### config.mk
export PLATFORM = sky130hd
export DESIGN_NAME = if_fetch_unit
export DESIGN_NICKNAME = d
export VERILOG_FILES = /design/src/rtl/if_fetch_unit.sv
export SDC_FILE = /design/constraint.sdc
export NUM_CORES = 1
export LEC_CHECK = 0
export CORE_ASPECT_RATIO = 1.1
export CORE_MARGIN = 2
export CORE_UTILIZATION = 49
export CTS_BUF_LIST = sky130_fd_sc_hd__clkbuf_8
export DETAILED_ROUTE_END_ITERATION = 7
export MAX_ROUTING_LAYER = met4
export PLACE_DENSITY_LB_ADDON = 0.1
export SLEW_MARGIN = 0
export SYNTH_ARGS = -nofsm -noshare
export SYNTH_HDL_FRONTEND = slang
export SYNTH_SLANG_ARGS = --single-unit
### constraint.sdc
create_clock -name clk -period 2.2 [get_ports clk]
set_clock_uncertainty 0.2 [all_clocks]
set_input_delay 0.44 -clock clk [delete_from_list [all_inputs] [get_ports clk]]
set_output_delay 0.44 -clock clk [all_outputs]
set_load 0.01 [all_outputs]
### src/rtl/if_fetch_unit.sv
// Instruction fetch: owns the PC, runs one outstanding imem request at a time,
// and hands {PC+4, instruction} to if_stage_reg through a one-entry skid.
module if_fetch_unit #(
  parameter int                    DATA_WIDTH = 32,
  parameter logic [DATA_WIDTH-1:0] RESET_PC   = '0
) (
  input  logic                  clk,
  input  logic                  reset,
  input  logic                  i_Freeze,
  input  logic                  i_Branch_Taken,
  input  logic [DATA_WIDTH-1:0] i_Branch_Addr,
  output logic                  o_Imem_Req,
  output logic [DATA_WIDTH-1:0] o_Imem_Addr,
  input  logic                  i_Imem_Ready,
  input  logic [DATA_WIDTH-1:0] i_Imem_Data,
  output logic                  o_Valid,
  output logic [DATA_WIDTH-1:0] o_Pc,
  output logic [DATA_WIDTH-1:0] o_Instruction
);

  typedef enum logic [1:0] {REQ, SKID, DISCARD} state_t;

  localparam logic [DATA_WIDTH-1:0] WORD = DATA_WIDTH'(4);

  state_t                state, state_nxt;
  logic [DATA_WIDTH-1:0] addr, redir, skid_pc, skid_instr;

  logic buf_free, consume;
  logic ld_mem, ld_skid, cap_skid, addr_inc, br_load, redir_load;

  assign consume  = o_Valid && !i_Freeze;
  assign buf_free = !o_Valid || !i_Freeze;

  // A returned word is only useful if no redirect lands on the same edge.
  assign ld_mem     = (state == REQ)  && i_Imem_Ready && !i_Branch_Taken && buf_free;
  assign cap_skid   = (state == REQ)  && i_Imem_Ready && !i_Branch_Taken && !buf_free;
  assign ld_skid    = (state == SKID) && !i_Branch_Taken && buf_free;
  assign addr_inc   = (state == REQ)  && i_Imem_Ready && !i_Branch_Taken;
  assign redir_load = (state == DISCARD) && i_Imem_Ready && !i_Branch_Taken;
  // Branch may move the address only when no request is left in flight.
  assign br_load    = i_Branch_Taken &&
                      ((state == SKID) || i_Imem_Ready);

  always_ff @(posedge clk or negedge reset) begin
    if (!reset) state <= REQ;
    else        state <= state_nxt;
  end

  always_comb begin
    state_nxt  = state;
    o_Imem_Req = 1'b0;
    case (state)
      REQ: begin
        o_Imem_Req = 1'b1;
        if (i_Branch_Taken)                state_nxt = i_Imem_Ready ? REQ : DISCARD;
        else if (i_Imem_Ready && !buf_free) state_nxt = SKID;
      end
      SKID: begin
        if (i_Branch_Taken || buf_free) state_nxt = REQ;
      end
      DISCARD: begin
        o_Imem_Req = 1'b1;
        if (i_Imem_Ready) state_nxt = REQ;
      end
      default: state_nxt = REQ;
    endcase
  end

  assign o_Imem_Addr = addr;

  always_ff @(posedge clk or negedge reset) begin
    if (!reset) begin
      addr          <= RESET_PC;
      redir         <= '0;
      skid_pc       <= '0;
      skid_instr    <= '0;
      o_Valid       <= 1'b0;
      o_Pc          <= '0;
      o_Instruction <= '0;
    end else begin
      if (br_load)         addr <= i_Branch_Addr;
      else if (addr_inc)   addr <= addr + WORD;
      else if (redir_load) addr <= redir;

      // Latest branch target wins while the stale request drains.
      if (i_Branch_Taken) redir <= i_Branch_Addr;

      if (cap_skid) begin
        skid_pc    <= addr + WORD;
        skid_instr <= i_Imem_Data;
      end

      if (ld_mem) begin
        o_Pc          <= addr + WORD;
        o_Instruction <= i_Imem_Data;
      end else if (ld_skid) begin
        o_Pc          <= skid_pc;
        o_Instruction <= skid_instr;
      end

      if (i_Branch_Taken)        o_Valid <= 1'b0;
      else if (ld_mem || ld_skid) o_Valid <= 1'b1;
      else if (consume)          o_Valid <= 1'b0;
    end
  end

endmodule
### Yosys cells after proc, flatten, opt, wreduce, memory -nomap -nowiden

Index checks and enable logic that the tools add are counted.

| cells by class | value |
|---|---|
| muxes and demuxes | 17 |
| equal/unequal tests | 5 |
| add/subtract/negate cells | 1 |
| reductions and logical operators | 25 |

Operators with widths:

| operator | number |
|---|---|
| 32-bit two-way mux | 7 |
| 32-bit by 3-bit adder with 32-bit output (second input constant) | 1 |
| 1-bit logical AND | 11 |
| 2-bit two-way mux | 5 |
| 2-bit one-hot mux with 3 select lines | 1 |
| 3-bit nonzero test | 2 |
| 1-bit logical NOT | 4 |
| 1-bit logical OR | 4 |
| 1-bit two-way mux | 4 |
| 3-bit by 2-bit != test with 1-bit output (second input constant) | 1 |
| 3-bit AND reduction | 1 |
| 2-bit by 1-bit equality test with 1-bit output (second input constant) | 1 |
| 2-bit equality test (second input constant) | 1 |
| 2-bit logical NOT | 1 |
| 2-bit by 1-bit != test with 1-bit output (second input constant) | 1 |
| 2-bit != test (second input constant) | 1 |
| 2-bit nonzero test | 1 |
| 2-bit OR reduction | 1 |

| word-level totals | value |
|---|---|
| output and inout bits | 98 |
| register bits after elaboration | 195 |
| word-level logic and storage cells | 56 |
| bits of input ports | 69 |

### Depth between registers and ports, before layout

Gate-level depths: netlist of the first run.

| logic depth | value |
|---|---|
| depth in word-level cells | 7 |
| depth in mapped cells | 8 |
| depth with buffers taken out | 6 |

### Worst setup path before layout of the first run

No wires, ideal clock.

| timing path | value |
|---|---|
| path kind | flip-flop to flip-flop |
| from | register addr[2] (netlist: o_Imem_Addr[2]) |
| to | register o_Pc[24] |
| data required time | 1.872 ns |
| clock period less this slack | 2.399 ns |
| setup time | 0.128 ns |
| slack | -0.199 ns |
| stages on the path, launching flop included | 8 |
| path buffers | 1 |
| arrival | 2.071 ns |
| cell sequence | dfrtp_1 -> ha_1 -> nand3_2 -> or4_4 -> buf_6 -> o31a_1 -> nor3_1 -> o21ai_1 |

| on the way | value |
|---|---|
| longest elaborated chain between the ends | 2 |

RTL lines:

| what | line | RTL |
|---|---|---|
| start, declared | 26 | `logic [DATA_WIDTH-1:0] addr, redir, skid_pc, skid_instr;` |
| start signal, assigned | 81 | `if (br_load) addr <= i_Branch_Addr;` |
| start signal, assigned | 82 | `else if (addr_inc) addr <= addr + WORD;` |
| start signal, assigned | 83 | `else if (redir_load) addr <= redir;` |
| 32-bit by 3-bit adder with 32-bit output | 94 | `o_Pc <= addr + WORD;` |
| 32-bit two-way mux | 93 | `if (ld_mem) begin` |
| end signal, assigned | 94 |  |
| end signal, assigned | 97 | `o_Pc <= skid_pc;` |
| end, declared | 17 | `output logic [DATA_WIDTH-1:0] o_Pc,` |

No other way between the ends.
A chain may end at the register's enable or synchronous reset.

### Worst setup path after layout of the first run

| timing path | value |
|---|---|
| from | register addr[3] (netlist: o_Imem_Addr[3]) |
| to | register addr[24] (netlist: o_Imem_Addr[24]) |

| on the way | value |
|---|---|
| longest elaborated chain between the ends | 3 |

RTL lines:

| what | line |
|---|---|
| 32-bit by 3-bit adder with 32-bit output | 82 |
| 32-bit two-way mux | 82 |
| 32-bit two-way mux | 81 |

No other way between the ends.

==> results.yml, run 1 <==
yosys:
  netlist_top_cells_area: "dfrtp_1 (55%), nand2_1 (11%), mux2_2 (4.0%), o21ai_0 (3.5%), a31oi_1 (3.1%)"
  synth_top_area_share_pct: 55.4
  yosysTopAreaCell: "dfrtp_1"
  ys_ff_latch: 195
  synth-simple-area-share_pct: 20.0
  synth_cell_types: 60
  synthFlopType: "dfrtp_1"
  synth_mux_area_share_pct: 4.41
  syn_avg_cell_area_um2: 9.38
  synthAdderAreaFrac_pct: 0.142
  yosys_warnings: 0
  syn-instance-count: 940
  ys_top_cells_by_count: "nand2_1 (254), dfrtp_1 (195), nor2_1 (65), o21ai_0 (62), clkbuf_1 (51)"
  syn-num-nets: 1010
  synth_compound_area_share_pct: 13.8
  synth_most_common_cell: "nand2_1"
  ys_async_sr_fraction_pct: 100
  synth_edf_count: 0
  synth_top_family_by_area: "simple AND/OR/NAND/NOR gates"
  synthXorXnorAreaFrac_pct: 2.28
  synth_seq_area_share_pct: 55.4
  netlist_area_um2: 8820
timing:
  setup_ws_ps: -81.4
  relSlewSlack_pct: 68.5
  fin_setup_tns_ps: -344
  slew_violations: 0
  rsz0062_at_grt: "yes"
  fmax_mhz: 438
  worstMarginPinSlew_ps: 472
  fin_crit_ps: 2280
  fin_crit_sh_pct: 104
  hold_viol_final: 0
  finalSetupViolations: 10
setup_path:
  cp-end-kind: "register"
  r2r_slack_ps: -80
  start_kind: "register"
  path_class: "reg2reg"
  r2r-start: "o_Imem_Addr[3]"
  arrival_ps: 2470
  worst-r2r-cell-count: 7
  reg2reg_to: "o_Imem_Addr[24]"
  worstPathMaxFanout: 5
  worstPathRequired_ps: 2390
clock_tree:
  clock-sinks: 195
  cts_tree: "yes"
  numCtsBuffers: 17
  path_clk_slew_ps: 100
  clockBufferDepth: 2
  clockRootBuffer: "clkbuf_8"
  htreeDepth: 4
  worstSkewPairLatency_ps: 480
worst_hold_path:
  holdCritStartpoint: "i_Branch_Taken"
  hold_depth: 2
  worstHoldEndpoint: "o_Valid"
  hold_path_class: "in2reg"
placement:
  place_congestion: 0.891
  port_buffers: 166
  dp_worst_setup_slack_ps: -197
  hpwlAfterDp_um: 17000
route:
  routed_via_density: 5.40
  wl_um: 23800
  drc: 0
  vias: 7741
  drtPass1Iterations: 6
  drt_iter0_drc: 533
  post_drt_wl_per_cell_um: 16.6
  ant_nets: 0
global_routing:
  antenna_found_initial: 0
  grt-ovfl-total: 0
  grt_max_degree: 67
  grt_use_total_pct: 26.2
  grt_pass1_wl_um: 38300
  grt_pass1_vias: 7482
die:
  start_util_pct: 49.9
  die_width_um: 132
  pin_count: 167
  core_um2: 17700
  die_h_um: 145
  die-area_um2: 19100
  row_count: 51
outcome:
  violations: "setup timing"
  status: "finished, violations left"
pwr:
  ir_worst_vdd_mv: 0.448
  finalPower_uw: 9940
  p_leak_uw: 0.00550
  p_per_area_nw_per_um2: 810
finish:
  final_util_pct: 69.5
  syn_to_final_growth_pct: 39.3
  drive_above_1_share_pct: 20.1
  fin_nets: 1254
  antenna_cells: 0
run:
  max-cap-violations: 0
==> registers in the layout, summed over array words and instances, names as in the netlist <==
name,count
o_Pc,32
o_Valid,1
o_Imem_Addr,32
skid_instr,32
redir,32
skid_pc,32
state,2
o_Instruction,32
==> timing repair <==
item / in CTS / in global routing
resized for setup: 17 / 60
buffers inserted: 5 / 4
cloned: 0 / 1
pin swaps: 1 / 15
hold buffers: 1 / 0
endpoints found under the setup margin: 29 / 61
hold endpoints to repair: 47 / 0
==> per-layer routing <==
layer | part of all wire, % | track usage, % | routed length (um)
met4 | 1.9 | 9.78 | 455
met3 | 5.1 | 4.28 | 1220
met1 | 45 | 35.6 | 10800
met5 | 0 | - | 0
met2 | 48 | 40.1 | 11300
==> kinds of logic (layout without fill, tap and decap cells) <==
| family | count (synthesis) | count (layout) |
|---|---|---|
| and+or+nand+nor | 406 | 407 |
| muxes | 35 | 35 |
| AOI/OAI and AO/OA | 201 | 201 |
| buffers and inverters | 79 | 334 |
| DFF | 195 | 195 |
| adders and majority gates | 1 | 1 |
| xor gates and xnor gates | 23 | 23 |
==> power by group <==
part	switching (uW)	internal [uW]	leakage, uW	total [uW]
logic	1380	1520	0.00293	2910
registers	431	4320	0.00236	4750
clock network	1220	1070	0.000203	2290
total	3030	6910	0.00550	9940
==> worst max path at each step <==
stage / from / endpoint / slack [ps] / cells after the start
floorplan: o_Imem_Addr[3] / o_Imem_Addr[22] / 9 / 7
global placement: i_Imem_Ready / o_Instruction[5] / -110 / 6
finish: o_Imem_Addr[3] / o_Imem_Addr[24] / -80 / 7
CTS: o_Imem_Addr[2] / o_Imem_Addr[24] / -30 / 7
detailed placement: i_Imem_Ready / o_Instruction[28] / -200 / 6
global route: o_Imem_Addr[3] / o_Imem_Addr[28] / -170 / 6
==> cell usage in the layout (no fill, tap or decap), drive strengths merged, types with 10 or more instances in the layout <==
master         instances
nor4                  10
dlymetal6s2s          19
clkdlybuf4s50        138
mux2                  31
xnor2                 12
xor2                  11
a21oi                 27
clkbuf                24
nand3                 16
nor3                  25
nor2                  65
buf                  119
inv                   21
dfrtp                195
nand2                254
o21ai                 66
a31oi                 43
a211oi                11
o22ai                 24
==> cell type report <==
class,instances,area [um^2]
clock buffers,23,317
clock inverters,8,75.1
fillers,1361,5400
inverters,18,67.6
multi-input cells,667,3870
flip-flops and latches,195,4890
well taps,238,298
repair buffers,285,2770
==> stage by stage <==
step	cell area [um^2]	std cells	hold slack (ps)
floorplan	8840	940	-55.6
global placement	11500	1392	241
detailed placement	11500	1392	243
CTS	12000	1429	76.2
global route	12300	1434	122
finish	12300	1434	100
==> critical path, stage by stage (launching register included) <==
cell     delay [ps]
dfrtp_1         420
ha_4            180
nand3_4          90
or4_4           600
buf_6           150
nor4_4          300
nor3_2          100
nor3_1          140
Power figures use the tool's default switching activity.
==> inputs of run 2 (changes only) <==
--- a/config.mk
+++ b/config.mk
@@ -16,3 +16,4 @@
 export SYNTH_ARGS = -nofsm -noshare
 export SYNTH_HDL_FRONTEND = slang
 export SYNTH_SLANG_ARGS = --single-unit
+export TNS_END_PERCENT = 20
==> results.yml, run 2 (synthesis results as in run 1) <==
outcome:
  status: "finished, violations left"
  violations: "setup timing"
finish:
  fin_nets: 1243
  layout_common_cells: "nand2_1 (254), dfrtp_1 (190), clkdlybuf4s50_1 (139)"
  syn_to_final_growth_pct: 37.0
  antenna_cells: 0
  drive_above_1_share_pct: 17.9
  multi_input_area_um2: 3760
  final_common_cell: "nand2_1"
  regArea_um2: 4890
  fillers: 1484
die:
  row_count: 51
  core_um2: 17700
  die-area_um2: 19100
  pin_count: 167
  die_width_um: 132
  start_util_pct: 49.9
  die_h_um: 145
global_routing:
  grt_max_degree: 60
  grt_pass1_vias: 7247
  grt_use_total_pct: 25.6
  grt_pass1_wl_um: 37500
  antenna_found_initial: 0
  grt-ovfl-total: 0
clock_tree:
  cts_tree: "yes"
  path_clk_slew_ps: 100
  clockBufferDepth: 2
  numCtsBuffers: 17
  clock-sinks: 195
  clockRootBuffer: "clkbuf_8"
  worstSkewPairLatency_ps: 470
  htreeDepth: 4
timing:
  fmax_mhz: 454
  fin_setup_tns_ps: -1.64
  rsz0062_at_grt: "yes"
  setup_ws_ps: -1.64
  worstMarginPinSlew_ps: 444
  fin_crit_sh_pct: 100
  slew_violations: 0
  fin_crit_ps: 2200
  relSlewSlack_pct: 70.2
  hold_viol_final: 0
  finalSetupViolations: 1
placement:
  port_buffers: 166
  hpwlAfterDp_um: 17100
  dp_worst_setup_slack_ps: -287
  place_congestion: 0.875
route:
  vias: 7675
  ant_nets: 0
  drc: 0
  post_drt_wl_per_cell_um: 16.5
  wl_um: 23500
  drt_iter0_drc: 484
  drtPass1Iterations: 5
  routed_via_density: 5.39
pwr:
  p_comb_share_pct: 28.4
  seqPwrFrac_pct: 47.8
  p_per_area_nw_per_um2: 823
  power_frac_clock_pct: 23.8
  power_switching_share_pct: 30.6
  p_int_uw: 6900
  p_leak_uw: 0.00541
  power_switching_uw: 3040
  ir_worst_vdd_mv: 0.409
setup_path:
  cp-end-kind: "register"
  worstPathRequired_ps: 2340
  start_kind: "register"
  arrival_ps: 2340
  worstPathMaxFanout: 5
  path_class: "reg2reg"
run:
  max-cap-violations: 0
worst_hold_path:
  hold_path_class: "in2reg"
==> run 2: cell types whose count changed in the layout (fill, tap and decap cells not counted), moves of 2 or more <==
cell	delta
clkinv_4	+3
dlymetal6s2s_1	-2
buf_6	-2
xnor2_1	+4
a211oi_2	-4
xnor2_2	-4
o21ai_1	-2
a211oi_1	+4
o21ai_2	-3
xor2_1	+2
clkbuf_8	-3
buf_4	-8
o21ai_0	+5
==> run 2: stage by stage <==
stage                     area, um^2  instances  util (%)  hold WS (ps)  power (uW)
final                          12100       1424      68.3          90.4        9940
after CTS                      11900       1423      67.4          42.0       10000
after floorplan                 8840        940         -         -55.6        6020
after detailed placement       11500       1388      65.0           182        7660
after global routing           12100       1424      68.3          80.1       10500
after global placement         11500       1388      65.0           183        7570
==> run 2: repair_timing <==
action | 4_1_cts | 5_1_grt
gates cloned | 0 | 1
setup endpoints to repair | 18 | 51
endpoints found under the hold margin | 33 | 0
buffers inserted | 2 | 0
hold buffers | 1 | 0
resized for setup | 12 | 38
==> run 2: path summary, 6_finish.rpt <==
| kind | from | end | slack, ps | cells past startpoint |
|---|---|---|---|---|
| setup reg to reg | o_Imem_Addr[3] | o_Pc[20] | -2 | 7 |
| max in group asynchronous | reset | o_Imem_Addr[31] | 920 | 3 |
| hold reg to reg | skid_instr[30] | skid_instr[30] | 280 | 2 |
| setup / recovery | o_Imem_Addr[3] | o_Pc[20] | -2 | 7 |
| min in group asynchronous | reset | skid_instr[25] | 240 | 2 |
| hold / removal | i_Branch_Taken | state[0] | 90 | 2 |
==> run 2: power groups by stage <==
| stage | Clock (uW) | Combinational [uW] | Sequential (uW) |
|---|---|---|---|
| 6_report | 2360 | 2830 | 4750 |
| 5_1_grt | 2560 | 3100 | 4850 |
| 4_1_cts | 2410 | 2840 | 4750 |
| 3_5_place_dp | 0 | 2830 | 4830 |
| 3_3_place_gp | 0 | 2770 | 4810 |
| 2_1_floorplan | 0 | 1060 | 4960 |
==> run 2: area by class of cell <==
type                    count  area share [%]
clock buffers              20            2.28
clock inverters            12            1.07
inverters                  18           0.559
multi-input cells         667            31.1
flip-flops and latches    195            40.5
well taps                 238            2.47
repair buffers            274            22.0
==> run 2: routing by layer <==
layer	wire length (um)	GRT usage, %	vias to the layer above
met5	0	-	-
met4	403	6.75	0
met3	1360	5.02	31
met2	11200	40.4	225
met1	10500	34.4	3716
li1	-	-	3703
==> run 2: critical path: stages, from the launching register on <==
cell,delay (ps)
dfrtp_1,390
ha_2,240
nand3_4,110
or4_4,480
o21a_1,230
nor3_1,190
buf_4,160
o21ai_0,80
